[src/rtl/xc_malu_pkg.sv]
// Shared constants for the xc_malu sequencer: op/pw one-hot indices, FSM encoding,
// and the default watchdog limit.
package xc_malu_pkg;

  localparam int OP_W = 10;
  localparam int PW_W = 5;

  localparam int OP_DIV    = 0;
  localparam int OP_DIVU   = 1;
  localparam int OP_REM    = 2;
  localparam int OP_REMU   = 3;
  localparam int OP_MUL    = 4;
  localparam int OP_MULU   = 5;
  localparam int OP_MULSU  = 6;
  localparam int OP_CLMUL  = 7;
  localparam int OP_PMUL   = 8;
  localparam int OP_PCLMUL = 9;

  localparam int PW_32 = 0;
  localparam int PW_16 = 1;
  localparam int PW_8  = 2;
  localparam int PW_4  = 3;
  localparam int PW_2  = 4;

  localparam int MAX_CYCLES_DEFAULT = 40;

  typedef enum logic [1:0] {
    ST_IDLE = 2'd0,
    ST_RUN  = 2'd1,
    ST_DONE = 2'd2
  } state_e;

  function automatic logic is_onehot(input logic [OP_W-1:0] v);
    return (v != '0) && ((v & (v - 1'b1)) == '0);
  endfunction

endpackage

[src/rtl/xc_malu_seq.sv]
// Multi-cycle sequencer for the xc_malu muldivrem datapath: accepts one op, steps the
// iteration registers from the datapath's next-state outputs, and holds the result.
module xc_malu_seq
  import xc_malu_pkg::*;
#(
  parameter int MAX_CYCLES = MAX_CYCLES_DEFAULT,
  parameter int COUNT_W    = 6
) (
  input  logic               clock,
  input  logic               reset,
  input  logic               flush,
  input  logic               req_valid,
  output logic               req_ready,
  input  logic [31:0]        req_rs1,
  input  logic [31:0]        req_rs2,
  input  logic [31:0]        req_rs3,
  input  logic [9:0]         req_op,
  input  logic [4:0]         req_pw,
  output logic               rsp_valid,
  input  logic               rsp_ready,
  output logic [63:0]        rsp_result,
  output logic               rsp_error,
  output logic               dp_valid,
  output logic               dp_flush,
  output logic [31:0]        dp_rs1,
  output logic [31:0]        dp_rs2,
  output logic [31:0]        dp_rs3,
  output logic [9:0]         dp_op,
  output logic [4:0]         dp_pw,
  output logic [COUNT_W-1:0] dp_count,
  output logic [63:0]        dp_acc,
  output logic [31:0]        dp_arg_0,
  output logic [31:0]        dp_arg_1,
  input  logic [63:0]        dp_n_acc,
  input  logic [31:0]        dp_n_arg_0,
  input  logic [31:0]        dp_n_arg_1,
  input  logic               dp_ready,
  input  logic [63:0]        dp_result,
  output logic [1:0]         dbg_state
);

  // Last count value the watchdog allows in RUN; MAX_CYCLES must stay below 2^COUNT_W.
  localparam logic [COUNT_W-1:0] LAST_COUNT = COUNT_W'(MAX_CYCLES - 1);

  state_e              state, state_n;
  logic [COUNT_W-1:0]  count;
  logic [63:0]         acc;
  logic [31:0]         arg_0, arg_1;
  logic [31:0]         rs1_q, rs2_q, rs3_q;
  logic [OP_W-1:0]     op_q;
  logic [PW_W-1:0]     pw_q;
  logic                accept, op_legal, watchdog;

  // Handshakes: a request transfers on a clock edge where req_valid && req_ready, and a
  // response on one where rsp_valid && rsp_ready. flush withdraws req_ready so a request
  // presented alongside it never transfers.
  assign req_ready = (state == ST_IDLE) && !flush;
  assign rsp_valid = (state == ST_DONE);
  assign dp_valid  = (state == ST_RUN);
  assign dp_flush  = flush | reset;

  assign accept   = req_valid && req_ready;
  assign op_legal = is_onehot(req_op);
  assign watchdog = (count == LAST_COUNT);

  assign dp_rs1    = rs1_q;
  assign dp_rs2    = rs2_q;
  assign dp_rs3    = rs3_q;
  assign dp_op     = op_q;
  assign dp_pw     = pw_q;
  assign dp_count  = count;
  assign dp_acc    = acc;
  assign dp_arg_0  = arg_0;
  assign dp_arg_1  = arg_1;
  assign dbg_state = state;

  always_comb begin
    state_n = state;
    case (state)
      ST_IDLE: if (accept) state_n = op_legal ? ST_RUN : ST_DONE;
      ST_RUN:  if (dp_ready || watchdog) state_n = ST_DONE;
      ST_DONE: if (rsp_ready) state_n = ST_IDLE;
      default: state_n = ST_IDLE;
    endcase
    if (flush) state_n = ST_IDLE;
  end

  always_ff @(posedge clock) begin
    if (reset) begin
      state      <= ST_IDLE;
      count      <= '0;
      acc        <= '0;
      arg_0      <= '0;
      arg_1      <= '0;
      rs1_q      <= '0;
      rs2_q      <= '0;
      rs3_q      <= '0;
      op_q       <= '0;
      pw_q       <= '0;
      rsp_result <= '0;
      rsp_error  <= 1'b0;
    end else begin
      state <= state_n;
      if (flush) begin
        count     <= '0;
        acc       <= '0;
        arg_0     <= '0;
        arg_1     <= '0;
        rsp_error <= 1'b0;
      end else begin
        case (state)
          ST_IDLE: begin
            if (accept) begin
              rs1_q      <= req_rs1;
              rs2_q      <= req_rs2;
              rs3_q      <= req_rs3;
              op_q       <= req_op;
              pw_q       <= req_pw;
              count      <= '0;
              acc        <= '0;
              arg_0      <= '0;
              arg_1      <= '0;
              rsp_result <= '0;
              rsp_error  <= !op_legal;
            end
          end
          ST_RUN: begin
            // A finishing datapath wins over the watchdog; iteration state freezes that cycle.
            if (dp_ready) begin
              rsp_result <= dp_result;
              rsp_error  <= 1'b0;
            end else if (watchdog) begin
              rsp_result <= '0;
              rsp_error  <= 1'b1;
            end else begin
              acc   <= dp_n_acc;
              arg_0 <= dp_n_arg_0;
              arg_1 <= dp_n_arg_1;
              count <= count + 1'b1;
            end
          end
          default: ;
        endcase
      end
    end
  end

endmodule
[config.mk]
export PLATFORM = sky130hd
export DESIGN_NAME = xc_malu_seq
export DESIGN_NICKNAME = d
export VERILOG_FILES = /design/src/rtl/xc_malu_pkg.sv /design/src/rtl/xc_malu_seq.sv
export SDC_FILE = /design/constraint.sdc
export NUM_CORES = 1
export LEC_CHECK = 0
export CAP_MARGIN = 20
export CORE_AREA = 4 4 244 246
export CTS_BUF_LIST = sky130_fd_sc_hd__clkbuf_8
export DETAILED_ROUTE_END_ITERATION = 16
export DIE_AREA = 0 0 248 250
export PLACE_DENSITY_LB_ADDON = 0.12
export SYNTH_ARGS = -nofsm -noshare
export SYNTH_HDL_FRONTEND = slang
export SYNTH_SLANG_ARGS = --single-unit
[constraint.sdc]
create_clock -name clock -period 2 [get_ports clock]
set_input_delay 0.2 -clock clock [delete_from_list [all_inputs] [get_ports clock]]
set_output_delay 0.2 -clock clock [all_outputs]
set_load 0.02 [all_outputs]
==> run summary, run 1 <==
result of the run: finished with violations
violations in the final reports: setup timing
die width: 248 um
starting utilization of the core area: 19.8%
net count of the finished layout: 2378
wire length after detailed routing: 58000 um
setup repair after global routing missed its margin: true
hold path depth: 3
total core area: 57400 um2
endpoint required time on the critical path: 2500 ps
DR vias: 12600
ratio of cells with drive above 1 in the final layout: 18.6%
average wire per cell in the routed design: 20.1 um
Worst Path Arrival: 2520 ps
Overall Global Routing Usage: 16.1%
Max VDD drop: 0.000478 V
number of buffers added on ports: 624
pwr/cell area: 677 nW/um2
register-to-register path setup slack: -20 ps
main area contributors after synthesis: sky130_fd_sc_hd__dfxtp_1, sky130_fd_sc_hd__nand2_1, sky130_fd_sc_hd__a21oi_1
count of standard-cell rows: 88
number of cells traversed by the worst register-to-register path: 10
TritonCTS clock tree: built
ranking of synthesized cells by instance count: sky130_fd_sc_hd__nand2_1, sky130_fd_sc_hd__dfxtp_1, sky130_fd_sc_hd__a21oi_1, sky130_fd_sc_hd__nand3_1, sky130_fd_sc_hd__clkbuf_1
Endpoint, Worst Hold: dp_rs2[19]$_SDFFE_PP0P_
area fraction of the dominant cell type after synthesis: 55.1%
critical path peak fanout: 6
Syn Std Cell Area: 11300 um2
number of cells after detailed placement: 2728
start-to-end type of the worst setup path: reg -> reg
CTS H-Tree Depth: 2
# setup viols final: 24
portion of the post-synthesis area used by sequential elements: 55.1%
final setup skew: 12.6 ps
proportion of register bits with asynchronous set or reset after synthesis: 0%
final hold violations: 0
Inserted Clock Buffers: 59
Overflow after GRT: 0
fin cells: 2886
max-slew violation count: 0
worst hold margin: 110 ps
utilization after layout: 37.8%
startpoint of the worst-slack reg-to-reg timing path: dp_count[0]$_SDFFE_PP0P_
Critical Path End Type: flip-flop
EDFF count, synth: 0
FF+latch count, synth: 312
number of remaining DRC errors: 0
Least-Margin Pin Slew: 974 ps
leading area contributor after synthesis: sky130_fd_sc_hd__dfxtp_1
relative slew slack: 35.1%
post-synthesis area per instance: 8.04 um2
most frequent cell after synthesis: sky130_fd_sc_hd__nand2_1
number of antenna violations at the first check in global routing: 14
clock insertion delay at the later pin of the skew report: 630 ps
type of the most critical hold path: in -> reg
worst-case clock buffer depth: 3
Final Cycle Share: 101%
Leak: 7.41 nW
drt first pass iters: 4
drt initial violations: 595
max-cap check violation count: 0
placed instance area: 18700 um2
Clock Sink Count: 312
area of the die: 62000 um2
Mapped Nets: 1719
pin count of the biggest net entering global routing: 176
startpoint type of the worst setup path: flip-flop
routability-driven placement congestion ratio: 0.788
clock-pin slew on the worst setup and hold paths: 60 ps
number of placed I/O pins: 625
clock period minus worst slack: 2020 ps
global-route wire length before repair: 76900 um
Main synth FF type: sky130_fd_sc_hd__dfxtp_1
total of warnings raised by yosys: 0
source of the worst hold timing path: req_rs2[19]
Highest Clock Rate: 495 MHz
post-DR vias/cell: 4.37
post-DP HPWL: 37800 um
final worst-path setup slack: -22.1 ps
end of the worst register-to-register path: dp_acc[22]$_SDFFE_PP0P_
vias in the first global route: 11900
post-route ant nets: 0
number of library cell types mapped by synthesis: 41
area delta synth->final: 91.5%
synthesized netlist cell count: 1409
root buffer selected by CTS: sky130_fd_sc_hd__clkbuf_8
height of the die: 250 um
summed area of non-filler cells in the final layout: 21700 um2
[sequential cells by signal, summed over array words and instances (netlist names)]
| register | count |
|---|---|
| dp_arg_1 | 32 |
| dbg_state | 2 |
| dp_count | 6 |
| dp_op | 10 |
| dp_acc | 64 |
| dp_rs2 | 32 |
| dp_rs1 | 32 |
| rsp_error | 1 |
| rsp_result | 64 |
| dp_arg_0 | 32 |
| dp_pw | 5 |
| dp_rs3 | 32 |
[power by group]
group / switching (W) / total [W] / internal (W) / leakage (nW)
combinational: 0.000935 / 0.00202 / 0.00109 / 4.18
sequential: 0.0000537 / 0.00638 / 0.00632 / 2.53
clock: 0.00282 / 0.00629 / 0.00346 / 0.702
total: 0.00381 / 0.0147 / 0.0109 / 7.41
[final cells by class]
class	count	area (um2)
Multi-Input combinational cell	971	5470
Tap cell	765	957
Sequential cell	312	6250
Antenna cell	10	25.0
Clock buffer	72	991
Inverter	3	13.8
Clock inverter	32	176
Fill cell	5881	35700
Timing Repair Buffer	721	7820
[worst max-delay path, stage by stage (launching register included)]
cell and delay [ps]:
sky130_fd_sc_hd__dfxtp_4 350, sky130_fd_sc_hd__ha_4 160, sky130_fd_sc_hd__and4bb_4 210, sky130_fd_sc_hd__a2111oi_4 350, sky130_fd_sc_hd__buf_4 190, sky130_fd_sc_hd__buf_6 90, sky130_fd_sc_hd__nor2_4 50, sky130_fd_sc_hd__clkbuf_16 180
sky130_fd_sc_hd__clkbuf_16 190, sky130_fd_sc_hd__nand2_2 80, sky130_fd_sc_hd__a21oi_2 50
[cells in the final DEF (no fill, tap or decap), types with 35 or more instances in the layout]
cell                              Yosys  layout
sky130_fd_sc_hd__a21oi_1            303     231
sky130_fd_sc_hd__nand2_4              0      50
sky130_fd_sc_hd__clkbuf_8             0      72
sky130_fd_sc_hd__dfxtp_1            312     309
sky130_fd_sc_hd__nand3_1            194     166
sky130_fd_sc_hd__nand2_2              0      47
sky130_fd_sc_hd__clkdlybuf4s50_1      0     611
sky130_fd_sc_hd__nand2_1            418     321
sky130_fd_sc_hd__buf_4               14      35
sky130_fd_sc_hd__a21oi_2              3      75
[cell families after synthesis]
family	count (synthesis)	share of synthesized area, %
AO/OA/AOI/OAI	324	15.2
XOR/XNOR	4	0.309
adder cells (fa/ha/maj)	2	0.199
buffers and inverters	126	5.29
flip-flops	312	55.1
multiplexers	1	0.0883
AND/OR/NAND/NOR	640	23.8
[metrics by stage]
stage                     power [W]  setup WS [ps]  TNS, ps
after floorplan             0.00708           5.29        0
after global placement      0.00820           -360    -1200
after detailed placement    0.00820           -365    -2610
after CTS                    0.0147          -50.7     -229
after global routing         0.0154           -107    -9470
final                        0.0147          -22.1     -126
[metal layers]
metal | up-vias | part of all wire [%] | global-route usage, %
met4 | 4 | 2.8 | 6.16
li1 | 6085 | - | -
met2 | 361 | 50 | 27.8
met5 | - | 0.043 | 0
met1 | 6068 | 40 | 18.4
met3 | 92 | 6.9 | 5.38
[worst max path at each step]
| stage | from | end | slack [ps] | cells past startpoint |
|---|---|---|---|---|
| 2_1_floorplan | dp_count[2]$_SDFFE_PP0P_ | rsp_result[43]$_SDFFE_PP0P_ | 5 | 6 |
| 3_3_place_gp | req_op[3] | rsp_error$_SDFFE_PP0P_ | -360 | 6 |
| 3_5_place_dp | req_op[3] | rsp_error$_SDFFE_PP0P_ | -360 | 6 |
| 4_1_cts | dp_count[0]$_SDFFE_PP0P_ | dp_acc[57]$_SDFFE_PP0P_ | -50 | 7 |
| 5_1_grt | dp_count[0]$_SDFFE_PP0P_ | rsp_result[48]$_SDFFE_PP0P_ | -110 | 7 |
| 6_report | dp_count[0]$_SDFFE_PP0P_ | dp_acc[22]$_SDFFE_PP0P_ | -20 | 10 |
[repair_timing]
item | 4_1_cts | 5_1_grt
gates resized for setup | 23 | 273
cloned | 1 | 34
hold buffers | 1 | 0
setup endpoints to repair | 55 | 192
buffers inserted | 2 | 6
endpoints found under the hold margin | 2 | 0
pin swaps | 12 | 123
Note: power is estimated with default switching activity, not from simulation.
==> inputs of run 2 (changes only) <==
CTS_BUF_LIST = sky130_fd_sc_hd__clkbuf_4 sky130_fd_sc_hd__clkbuf_8   (was sky130_fd_sc_hd__clkbuf_8)
==> run summary, run 2 (synthesis gave the netlist of run 1 again) <==
Crit. path cell count: 7
result of the run: finished with violations
area of the die: 62000 um2
Inserted Clock Buffers: 59
post-DR vias/cell: 4.30
type of the most critical hold path: in -> reg
hold path depth: 3
commonest cells after routing, fill and taps aside: sky130_fd_sc_hd__clkdlybuf4s50_1, sky130_fd_sc_hd__nand2_1, sky130_fd_sc_hd__dfxtp_1
pwr/cell area: 727 nW/um2
relative slew slack: 33.2%
Critical-path top delay cell: sky130_fd_sc_hd__a2111o_2
worst-path cell chain: ha_4, and4bb_4, a21oi_2, a2111o_2, buf_12, nand2_1, a21oi_1
placed instance area: 18700 um2
ratio of cells with drive above 1 in the final layout: 12.1%
startpoint type of the worst setup path: flip-flop
Highest Clock Rate: 498 MHz
Overall Global Routing Usage: 16.1%
final setup skew: 9.64 ps
final hold violations: 0
fin cells: 2862
global-route wire length before repair: 76900 um
number of antenna violations at the first check in global routing: 15
Fill cells: 5956
post-DP HPWL: 37800 um
count of standard-cell rows: 88
utilization after layout: 35.8%
root buffer selected by CTS: sky130_fd_sc_hd__clkbuf_8
Leak: 6.89 nW
number of cells after detailed placement: 2728
height of the die: 250 um
die width: 248 um
worst stage delay on the critical path: 610 ps
TritonCTS clock tree: built
clock-pin slew on the worst setup and hold paths: 60 ps
routability-driven placement congestion ratio: 0.788
DR vias: 12300
register-to-register path setup slack: -8 ps
summed area of non-filler cells in the final layout: 20500 um2
start-to-end type of the worst setup path: reg -> reg
max-cap check violation count: 0
Top Family by Delay on Critical Path: compound AO/OA/AOI/OAI gates
number of remaining DRC errors: 0
total core area: 57400 um2
number of buffer and inverter stages on the critical path: 1
Max VDD drop: 0.000494 V
number of placed I/O pins: 625
post-route ant nets: 0
critical path peak fanout: 32
average wire per cell in the routed design: 19.2 um
wire length after detailed routing: 55000 um
Clock Sink Count: 312
number of cells traversed by the worst register-to-register path: 7
number of buffers added on ports: 624
clock insertion delay at the later pin of the skew report: 630 ps
pin count of the biggest net entering global routing: 176
area delta synth->final: 81.2%
worst-case clock buffer depth: 3
Overflow after GRT: 0
endpoint required time on the critical path: 2470 ps
worst hold margin: 110 ps
drt first pass iters: 4
violations in the final reports: setup timing
final worst-path setup slack: -7.61 ps
most frequent standard cell in the layout excluding fill and tap cells: sky130_fd_sc_hd__clkdlybuf4s50_1
starting utilization of the core area: 19.8%
Worst Path Arrival: 2470 ps
Critical Path End Type: flip-flop
max-slew violation count: 0
setup repair after global routing missed its margin: true
Final Cycle Share: 100%
vias in the first global route: 11900
clock period minus worst slack: 2010 ps
Least-Margin Pin Slew: 1000 ps
# setup viols final: 5
drt initial violations: 589
net count of the finished layout: 2353
CTS H-Tree Depth: 2
[run 2: per-layer routing]
metal	track usage (%)	routed length (um)
met1	18.4	21500
met5	0	25
met2	27.8	27700
met3	5.38	4080
met4	6.08	1650
[run 2: final cells by class]
| cell class | count | area (um2) | area share [%] |
|---|---|---|---|
| Timing Repair Buffer | 695 | 7210 | 35.1 |
| Sequential cell | 312 | 6250 | 30.5 |
| Multi-Input combinational cell | 972 | 4800 | 23.4 |
| Clock buffer | 99 | 1190 | 5.81 |
| Tap cell | 765 | 957 | 4.66 |
| Clock inverter | 5 | 75.1 | 0.366 |
| Antenna cell | 11 | 27.5 | 0.134 |
| Inverter | 3 | 13.8 | 0.0670 |
[run 2: through the flow]
step / setup TNS, ps / power [W] / setup WS, ps
floorplan: 0 / 0.00708 / 5.29
global placement: -1200 / 0.00820 / -360
detailed placement: -2610 / 0.00820 / -365
CTS: -153 / 0.0152 / -45.0
global route: -9240 / 0.0156 / -98.3
finish: -13.3 / 0.0149 / -7.61
[run 2: worst register-to-register path: cells and delay by family, from the launching register on]
| family | cells | cell delay (ps) |
|---|---|---|
| AO/OA/AOI/OAI | 3 | 770 |
| flip-flops | 1 | 350 |
| adder cells (fa/ha/maj) | 1 | 140 |
| buffers and inverters | 1 | 210 |
| AND/OR/NAND/NOR | 2 | 370 |
[run 2: what timing repair did]
| action | in CTS | in global routing |
|---|---|---|
| gates resized for setup | 23 | 79 |
| hold buffers | 1 | 0 |
| pin swaps | 12 | 25 |
| hold endpoints to repair | 2 | 0 |
| cloned | 1 | 12 |
| buffers inserted | 2 | 3 |
| endpoints found under the setup margin | 55 | 194 |
[run 2: worst paths after layout]
check,from,to
setup / recovery,dp_count[0]$_SDFFE_PP0P_,rsp_result[17]$_SDFFE_PP0P_
hold reg to reg,dp_arg_0[24]$_SDFFE_PP0P_,dp_arg_0[24]$_SDFFE_PP0P_
hold / removal,req_rs2[16],dp_rs2[16]$_SDFFE_PP0P_
setup reg to reg,dp_count[0]$_SDFFE_PP0P_,rsp_result[17]$_SDFFE_PP0P_
[run 2: power by group]
part	switching (W)	internal, W
registers	0.0000536	0.00632
logic	0.000830	0.000959
clock network	0.00280	0.00397
total	0.00368	0.0113
